--- config.mk ---
export PLATFORM = sky130hd
export DESIGN_NAME = binary_gcd_unit
export DESIGN_NICKNAME = d
export VERILOG_FILES = /design/src/rtl/binary_gcd_unit.sv
export SDC_FILE = /design/constraint.sdc
export NUM_CORES = 1
export LEC_CHECK = 0
export ABC_AREA = 1
export CORE_ASPECT_RATIO = 1.25
export CORE_MARGIN = 4
export CORE_UTILIZATION = 30
export CTS_BUF_LIST = sky130_fd_sc_hd__clkbuf_4
export DETAILED_ROUTE_END_ITERATION = 8
export HOLD_SLACK_MARGIN = 0.15
export PLACE_DENSITY_LB_ADDON = 0.2
export SYNTH_ARGS = -nofsm -noshare
export SYNTH_HDL_FRONTEND = slang
export SYNTH_SLANG_ARGS = --single-unit
--- constraint.sdc ---
create_clock -name clk -period 2.65 [get_ports clk]
set_clock_uncertainty 0.05 [all_clocks]
set_input_delay 0.6625 -clock clk [delete_from_list [all_inputs] [get_ports clk]]
set_output_delay 0.6625 -clock clk [all_outputs]
set_load 0.005 [all_outputs]
--- src/rtl/binary_gcd_unit.sv ---
// ============================================================================
//  Module   : binary_gcd_unit
//  Purpose  : Multi-cycle binary (Stein) GCD engine: shifts and subtracts only.
//  Revision : 1.0 - initial release
// ============================================================================
`default_nettype none

module binary_gcd_unit #(
  parameter int WIDTH       = 16,
  parameter int DONE_CYCLES = 2,
  parameter int CNT_W       = 8
) (
  input  logic             clk,
  input  logic             rst_n,
  input  logic             start,
  input  logic [WIDTH-1:0] a,
  input  logic [WIDTH-1:0] b,
  output logic             busy,
  output logic             done,
  output logic [WIDTH-1:0] gcd,
  output logic [CNT_W-1:0] cycles
);

  localparam int K_W    = $clog2(WIDTH + 1);
  localparam int HOLD_W = (DONE_CYCLES > 1) ? $clog2(DONE_CYCLES) : 1;

  localparam logic [1:0] S_IDLE   = 2'd0;
  localparam logic [1:0] S_REDUCE = 2'd1;
  localparam logic [1:0] S_CAL    = 2'd2;
  localparam logic [1:0] S_FINISH = 2'd3;

  logic [1:0]        state;
  logic [1:0]        state_nxt;
  logic [WIDTH-1:0]  op_a;
  logic [WIDTH-1:0]  op_b;
  logic [K_W-1:0]    k;
  logic [CNT_W-1:0]  cnt;
  logic [HOLD_W-1:0] hold;

  logic             a_zero;
  logic             b_zero;
  logic             a_even;
  logic             b_even;
  logic             a_ge_b;
  logic             reduce_exit;
  logic             hold_last;
  logic [CNT_W-1:0] cnt_inc;

  assign a_zero      = (op_a == '0);
  assign b_zero      = (op_b == '0);
  assign a_even      = ~op_a[0];
  assign b_even      = ~op_b[0];
  assign a_ge_b      = (op_a >= op_b);
  assign reduce_exit = a_zero | b_zero | ~a_even | ~b_even;
  assign hold_last   = (hold == HOLD_W'(DONE_CYCLES - 1));
  assign cnt_inc     = (&cnt) ? cnt : cnt + CNT_W'(1);

  always_ff @(posedge clk or posedge rst_n) begin
    if (rst_n) begin
      state <= S_IDLE;
    end else begin
      state <= state_nxt;
    end
  end

  always_comb begin
    state_nxt = state;
    case (state)
      S_IDLE:   if (start)            state_nxt = S_REDUCE;
      S_REDUCE: if (reduce_exit)      state_nxt = S_CAL;
      S_CAL:    if (a_zero || b_zero) state_nxt = S_FINISH;
      S_FINISH: if (hold_last)        state_nxt = S_IDLE;
      default:                        state_nxt = S_IDLE;
    endcase
  end

  always_comb begin
    busy = (state == S_REDUCE) || (state == S_CAL);
    done = (state == S_FINISH);
  end

  // Datapath: common factor of two is stripped into k, then restored on exit.
  always_ff @(posedge clk or posedge rst_n) begin
    if (rst_n) begin
      op_a   <= '0;
      op_b   <= '0;
      k      <= '0;
      cnt    <= '0;
      hold   <= '0;
      gcd    <= '0;
      cycles <= '0;
    end else begin
      case (state)
        S_IDLE: begin
          if (start) begin
            op_a   <= a;
            op_b   <= b;
            k      <= '0;
            cnt    <= '0;
            hold   <= '0;
            gcd    <= '0;
            cycles <= '0;
          end
        end
        S_REDUCE: begin
          cnt <= cnt_inc;
          if (!reduce_exit) begin
            op_a <= op_a >> 1;
            op_b <= op_b >> 1;
            k    <= k + K_W'(1);
          end
        end
        S_CAL: begin
          cnt <= cnt_inc;
          if (a_zero) begin
            gcd    <= op_b << k;
            cycles <= cnt_inc;
            hold   <= '0;
          end else if (b_zero) begin
            gcd    <= op_a << k;
            cycles <= cnt_inc;
            hold   <= '0;
          end else if (a_even) begin
            op_a <= op_a >> 1;
          end else if (b_even) begin
            op_b <= op_b >> 1;
          end else if (a_ge_b) begin
            op_a <= (op_a - op_b) >> 1;
          end else begin
            op_b <= (op_b - op_a) >> 1;
          end
        end
        S_FINISH: begin
          if (!hold_last) begin
            hold <= hold + HOLD_W'(1);
          end
        end
        default: begin
          hold <= '0;
        end
      endcase
    end
  end

endmodule

`default_nettype wire

## Yosys cells after proc, flatten, opt, wreduce, memory -nomap -nowiden

Cells that the tools add are included.

| storage, ports and cells | value |
|---|---|
| word-level logic and storage cells | 96 |
| bits of input ports | 35 |
| flip-flop bits (word level) | 72 |
| output and inout bits | 26 |

| cells by class | value |
|---|---|
| shift operators | 2 |
| $lt $le $gt $ge | 1 |
| bitwise operators | 3 |
| add/subtract/negate cells | 5 |
| equality and inequality tests | 15 |
| reductions and logical operators | 21 |
| muxes and demuxes | 39 |

Operators by type and width:

| cell | count |
|---|---|
| 16-bit two-way mux | 17 |
| 16-bit one-hot mux with 3 select lines | 2 |
| 16-bit logical NOT | 2 |
| 8-bit two-way mux | 4 |
| 16-bit one-hot mux with 2 select lines | 1 |
| 8-bit one-hot mux with 2 select lines | 2 |
| 16-bit by 5-bit << shifter with 16-bit output | 2 |
| 16-bit subtractor | 2 |
| 16-bit greater-or-equal comparator | 1 |
| 2-bit inequality test (second input constant) | 7 |
| 7-bit AND reduction | 2 |
| 3-bit inequality test (second input constant) | 4 |
| 5-bit two-way mux | 2 |
| 5-bit one-hot mux with 2 select lines | 1 |
| 3-bit AND reduction | 3 |
| 8-bit by 1-bit adder with 8-bit output (second input constant) | 1 |
| 2-bit two-way mux | 4 |
| 2-bit one-hot mux with 4 select lines | 1 |
| 8-bit AND reduction | 1 |
| 6-bit AND reduction | 1 |
| 2-bit nonzero test | 3 |
| 3-bit nonzero test | 2 |
| 5-bit by 1-bit adder with 5-bit output (second input constant) | 1 |
| 5-bit AND reduction | 1 |
| other kinds (12) | 19 |

## Logic depth before layout (Yosys ltp)

| depth | value |
|---|---|
| depth after elaboration | 7 |
| mapped depth | 17 |
| mapped depth without buffers | 16 |

## Worst setup path after synthesis

No wires, ideal clock.

| path | value |
|---|---|
| kind | register to register |
| start point | register op_b[0] |
| end point | register op_b[11] |
| cell stages (with the launch flop) | 13 |
| data arrival time | 2.193 ns |
| clock period less this slack | 2.359 ns |
| data required time | 2.484 ns |
| path buffers | 1 |
| slack | 0.291 ns |
| cell sequence | dfrtp_1 > clkinv_1 > clkbuf_1 > ha_1 > fa_1 > o21ai_0 > nand3_1 > nand4_1 > nand3_1 > nand3_1 > nand2_1 > nand2_1 > nand2_1 |

| between the ends | value |
|---|---|
| longest elaborated chain between the ends | 7 |
| elaborated cells on any way between the ends | 16 |
| those cells by class | add/sub: 1; order compare: 1; eq/ne: 3; mux: 6; bitwise: 3; reduce/logical: 2 |

Ends and longest elaborated chain:

| item | RTL line | source |
|---|---|---|
| start: declaration | 35 | `logic [WIDTH-1:0] op_b;` |
| start signal: assignment | 109 | `op_b <= op_b >> 1;` |
| start signal: assignment | 126 | `op_b <= op_b >> 1;` |
| start signal: assignment | 130 | `op_b <= (op_b - op_a) >> 1;` |
| 16-bit subtractor | 130 |  |
| 16-bit two-way mux | 127 | `end else if (a_ge_b) begin` |
| 16-bit two-way mux | 125 | `end else if (b_even) begin` |
| 16-bit two-way mux | 123 | `end else if (a_even) begin` |
| 16-bit two-way mux | 119 | `end else if (b_zero) begin` |
| 16-bit two-way mux | 115 | `if (a_zero) begin` |
| 16-bit one-hot mux with 3 select lines | 93 | `case (state)` |

Several ways; a longest one is shown, not always the timed one. The select of a mux whose other input is x is not followed.
A chain may end at the register's enable or synchronous reset.

## Worst setup path in the final report

| path | value |
|---|---|
| start point | register state[1] |
| end point | output busy |

| between the ends | value |
|---|---|
| longest elaborated chain between the ends | 2 |
| elaborated cells on any way between the ends | 3 |
| those cells by class | eq/ne: 2; reduce/logical: 1 |

Ends and longest elaborated chain:

| item | RTL line | source |
|---|---|---|
| start: declaration | 32 | `logic [1:0] state;` |
| start signal: assignment | 62 | `state <= state_nxt;` |
| 2-bit by 1-bit == test with 1-bit output or 2-bit == test (tied branches) | 78 | `busy = (state == S_REDUCE) \|\| (state == S_CAL);` |
| 1-bit logical OR * | 78 |  |
| end: declaration | 18 | `output logic busy,` |

Mark *: on every way between the ends. The rest lies on a longest branch, timed or not.

==> metrics.md <==
| Metric | Value |
|---|---|
| Via count | `6994` |
| RR Startpoint | `op_b[1]` |
| Setup crit end | `busy` |
| Core outline area | `21500 um2` |
| Final setup margin | `0.141 ns` |
| Grt total ovfl | `0` |
| Largest net degree at the start of global routing | `34` |
| Detailed-placement wirelength estimate | `18600 um` |
| Fin area | `7890 um2` |
| Top cell type's share of synthesized area | `0.274` |
| Launch point of the worst path | `state[1]` |
| Pre-CTS WS | `0.0257 ns` |
| Logic gate share of total power | `0.784` |
| Fmax | `399 MHz` |
| Layout cell share with drive strength beyond 1 | `0.0934` |
| Core Util, Final | `0.366` |
| Site row count | `60` |
| Drt initial violations | `484` |
| Wirelength per Cell | `16.5 um` |
| Slowest CP cell | `clkdlybuf4s50_1` |
| RSZ-0062 raised after global routing | `false` |
| DRC | `0` |
| Initial antenna violation count | `1` |
| Critical-path maximum fanout | `5` |
| Critical path required time | `1.94 ns` |
| NetSw | `6.89 mW` |
| VDD IR max | `0.523 mV` |
| GR Util All Layers | `0.188` |
| Setup violators final | `0` |
| Register share of total power | `0.154` |
| Root Buffer Master | `clkbuf_4` |
| Num CTS Buffers | `9` |
| Netlist cell types | `41` |
| Routability cong. | `1.01` |
| DIE WIDTH | `140 um` |
| Die Footprint | `24400 um2` |
| # resized after CTS | `0` |
| Switch share | `0.586` |
| Post-CTS Setup Inserts | `0` |
| Crit end category | `output pin` |
| Crit start category | `flop` |
| Seq/Total Area, Yosys | `0.274` |
| Final hold vios | `0` |
| Clk sink count | `72` |
| R2R cell count | `11` |
| Run status | `completed` |
| Max_cap viols | `0` |
| Syn Area/Cell | `6.37 um2` |
| Final Non-Filler Cells | `1393` |
| RR Endpoint | `op_b[7]` |
| Starting Density | `0.305` |
| CTS tree | `yes` |
| Relative slew slack | `0.372` |
| Hold_buf cts | `0` |
| CTS H-tree depth | `3` |
| Yosys reg bits | `72` |
| Syn Inst Count | `1031` |
| First-pass DRT Iterations | `7` |
| Vias in the first global route | `6831` |
| CTS max path bufs | `2` |
| Die span in y | `173 um` |
| Syn Std Cell Area | `6570 um2` |
| Worst reg-to-reg setup slack | `0.18 ns` |
| Cells after DPL | `1376` |
| YS warnings | `0` |
| PD cells | `1490 nW/um2` |
| Area Growth Syn to Fin | `20.0%` |
| Clk_lat worst skew | `0.48 ns` |
| Static leakage | `3.91 nW` |
| Tcrit/Tclk final | `0.947` |
| Internal | `4.86 mW` |
| Critical path's largest stage delay | `0.50 ns` |
| Post-placement cell area | `7730 um2` |
| Syn nets | `1107` |
| Routed vias/inst | `5.02` |
| Reg clk slew, reported paths | `0.16 ns` |
| # IOs | `61` |
| Min-Delay Path Class | `primary input to async pin` |
| DRT Wirelength | `23000 um` |
| PortBufs | `60` |
| Yosys top cell by area | `dfrtp_1` |
| Min cycle time layout | `2.51 ns` |
| Final net count | `1184` |
| Clock Power Share | `0.061` |
| Slew Viols, Final | `0` |
| Antenna Nets Post-Route | `0` |
| Worst EP arrival | `1.80 ns` |
| WS Path Type | `flop to output pin` |
| Worst Tran Pin Value | `0.942 ns` |
| First-pass GRT wire length | `36500 um` |
| Area contributors post-synth | `dfrtp_1 (27%), nand2_1 (17%), nand3_1 (11%)` |
| CP Cell Sequence | `inv_1 -> ha_1 -> clkdlybuf4s50_1` |
==> cells in the mapped netlist, drive strengths merged <==
| cell | n |
|---|---|
| dfrtp | 72 |
| buf | 25 |
| o31ai | 2 |
| nor2 | 124 |
| o21ai | 66 |
| o211ai | 3 |
| o21bai | 3 |
| ha | 39 |
| o22ai | 7 |
| a22o | 1 |
| nand2 | 304 |
| nor3 | 8 |
| and2 | 1 |
| fa | 2 |
| inv | 99 |
| nand3 | 142 |
| a21oi | 76 |
| clkbuf | 20 |
| a21o | 2 |
| xor2 | 15 |
| clkinv | 3 |
| xnor2 | 4 |
| nand4 | 11 |
| nand3b | 2 |
==> registers in the layout, summed over array words and instances, names as in the netlist <==
name	flops
gcd	16
op_a	16
op_b	16
cnt	8
cycles	8
k	5
state	2
hold	1
==> power by group through the flow <==
stage	Combinational [mW]	Sequential, mW	Clock (mW)
final	9.21	1.81	0.722
after global placement	9.14	1.82	0
after CTS	9.16	1.81	0.767
after floorplan	6.26	1.73	0
after global routing	10.3	1.83	0.799
after detailed placement	9.11	1.83	0
==> kinds of logic (layout without fill, tap and decap cells) <==
kind of cell,Yosys count,count (layout),share of synthesized area
AND/OR/NAND/NOR,592,592,0.397
AO/OA/AOI/OAI,160,160,0.129
buffers and inverters,147,229,0.0942
flip-flops,72,72,0.274
adder cells (fa/ha/maj),41,41,0.0803
XOR/XNOR,19,19,0.0253
other,0,1,0
==> how the worst min path moves through the flow <==
stage,start,to,slack [ns],cells past startpoint
3_5_place_dp,gcd[8],gcd[8],0.42,2
5_1_grt,rst_n,cycles[0],0.47,2
6_report,rst_n,cnt[4],0.44,2
2_1_floorplan,gcd[8],gcd[8],0.42,2
3_3_place_gp,gcd[8],gcd[8],0.41,2
4_1_cts,rst_n,cnt[0],0.41,2
==> layout make-up <==
class	instances	area, um2
sequential	72	1800
fill	2358	13700
antenna	1	2.50
multi-input combinational	812	4170
inverter	102	383
clock buffer	9	67.6
timing repair buffer	111	1050
tap	279	349
clock inverter	7	66.3
==> worst max-delay path, delay by kind of cell, from the launching register on <==
family	cells	cell delay, ns
DFF	1	0.44
buffers and inverters	2	0.58
adders and majority gates	1	0.30
==> through the flow <==
step,TNS (ns),hold WS (ns),total power [mW]
3_5_place_dp,0,0.415,10.9
2_1_floorplan,0,0.422,8.00
5_1_grt,0,0.465,12.9
4_1_cts,0,0.414,11.7
6_report,0,0.436,11.7
3_3_place_gp,-0.0249,0.413,11.0
==> routing by layer <==
metal / share of wire / GRT usage / vias to the layer above
li1: - / - / 3508
met1: 0.41 / 0.220 / 3241
met2: 0.51 / 0.338 / 195
met3: 0.045 / 0.0276 / 50
met4: 0.044 / 0.0816 / 0
met5: 0 / 0 / -
==> placed cells by master (no fill, tap or decap), types with 3 or more instances in the layout <==
cell / Yosys / layout
nor3_1: 7 / 7
clkinv_1: 3 / 3
o211ai_1: 3 / 3
inv_2: 4 / 5
o21ai_0: 46 / 45
dfrtp_1: 72 / 71
nand2_2: 7 / 6
nand4_1: 9 / 9
a21oi_1: 75 / 75
nor2_2: 5 / 4
nand2_1: 294 / 294
inv_1: 95 / 94
nor2_4: 5 / 6
clkdlybuf4s50_1: 0 / 60
o21ai_1: 18 / 19
buf_12: 0 / 5
o21bai_1: 3 / 3
xnor2_1: 4 / 4
xor2_1: 15 / 15
inv_6: 0 / 4
clkbuf_4: 1 / 9
nor2_1: 113 / 113
ha_1: 39 / 38
nand2_4: 3 / 4
nand3_1: 139 / 139
o22ai_1: 7 / 7
buf_4: 2 / 46
No activity file was read; power rests on OpenSTA's default activity.
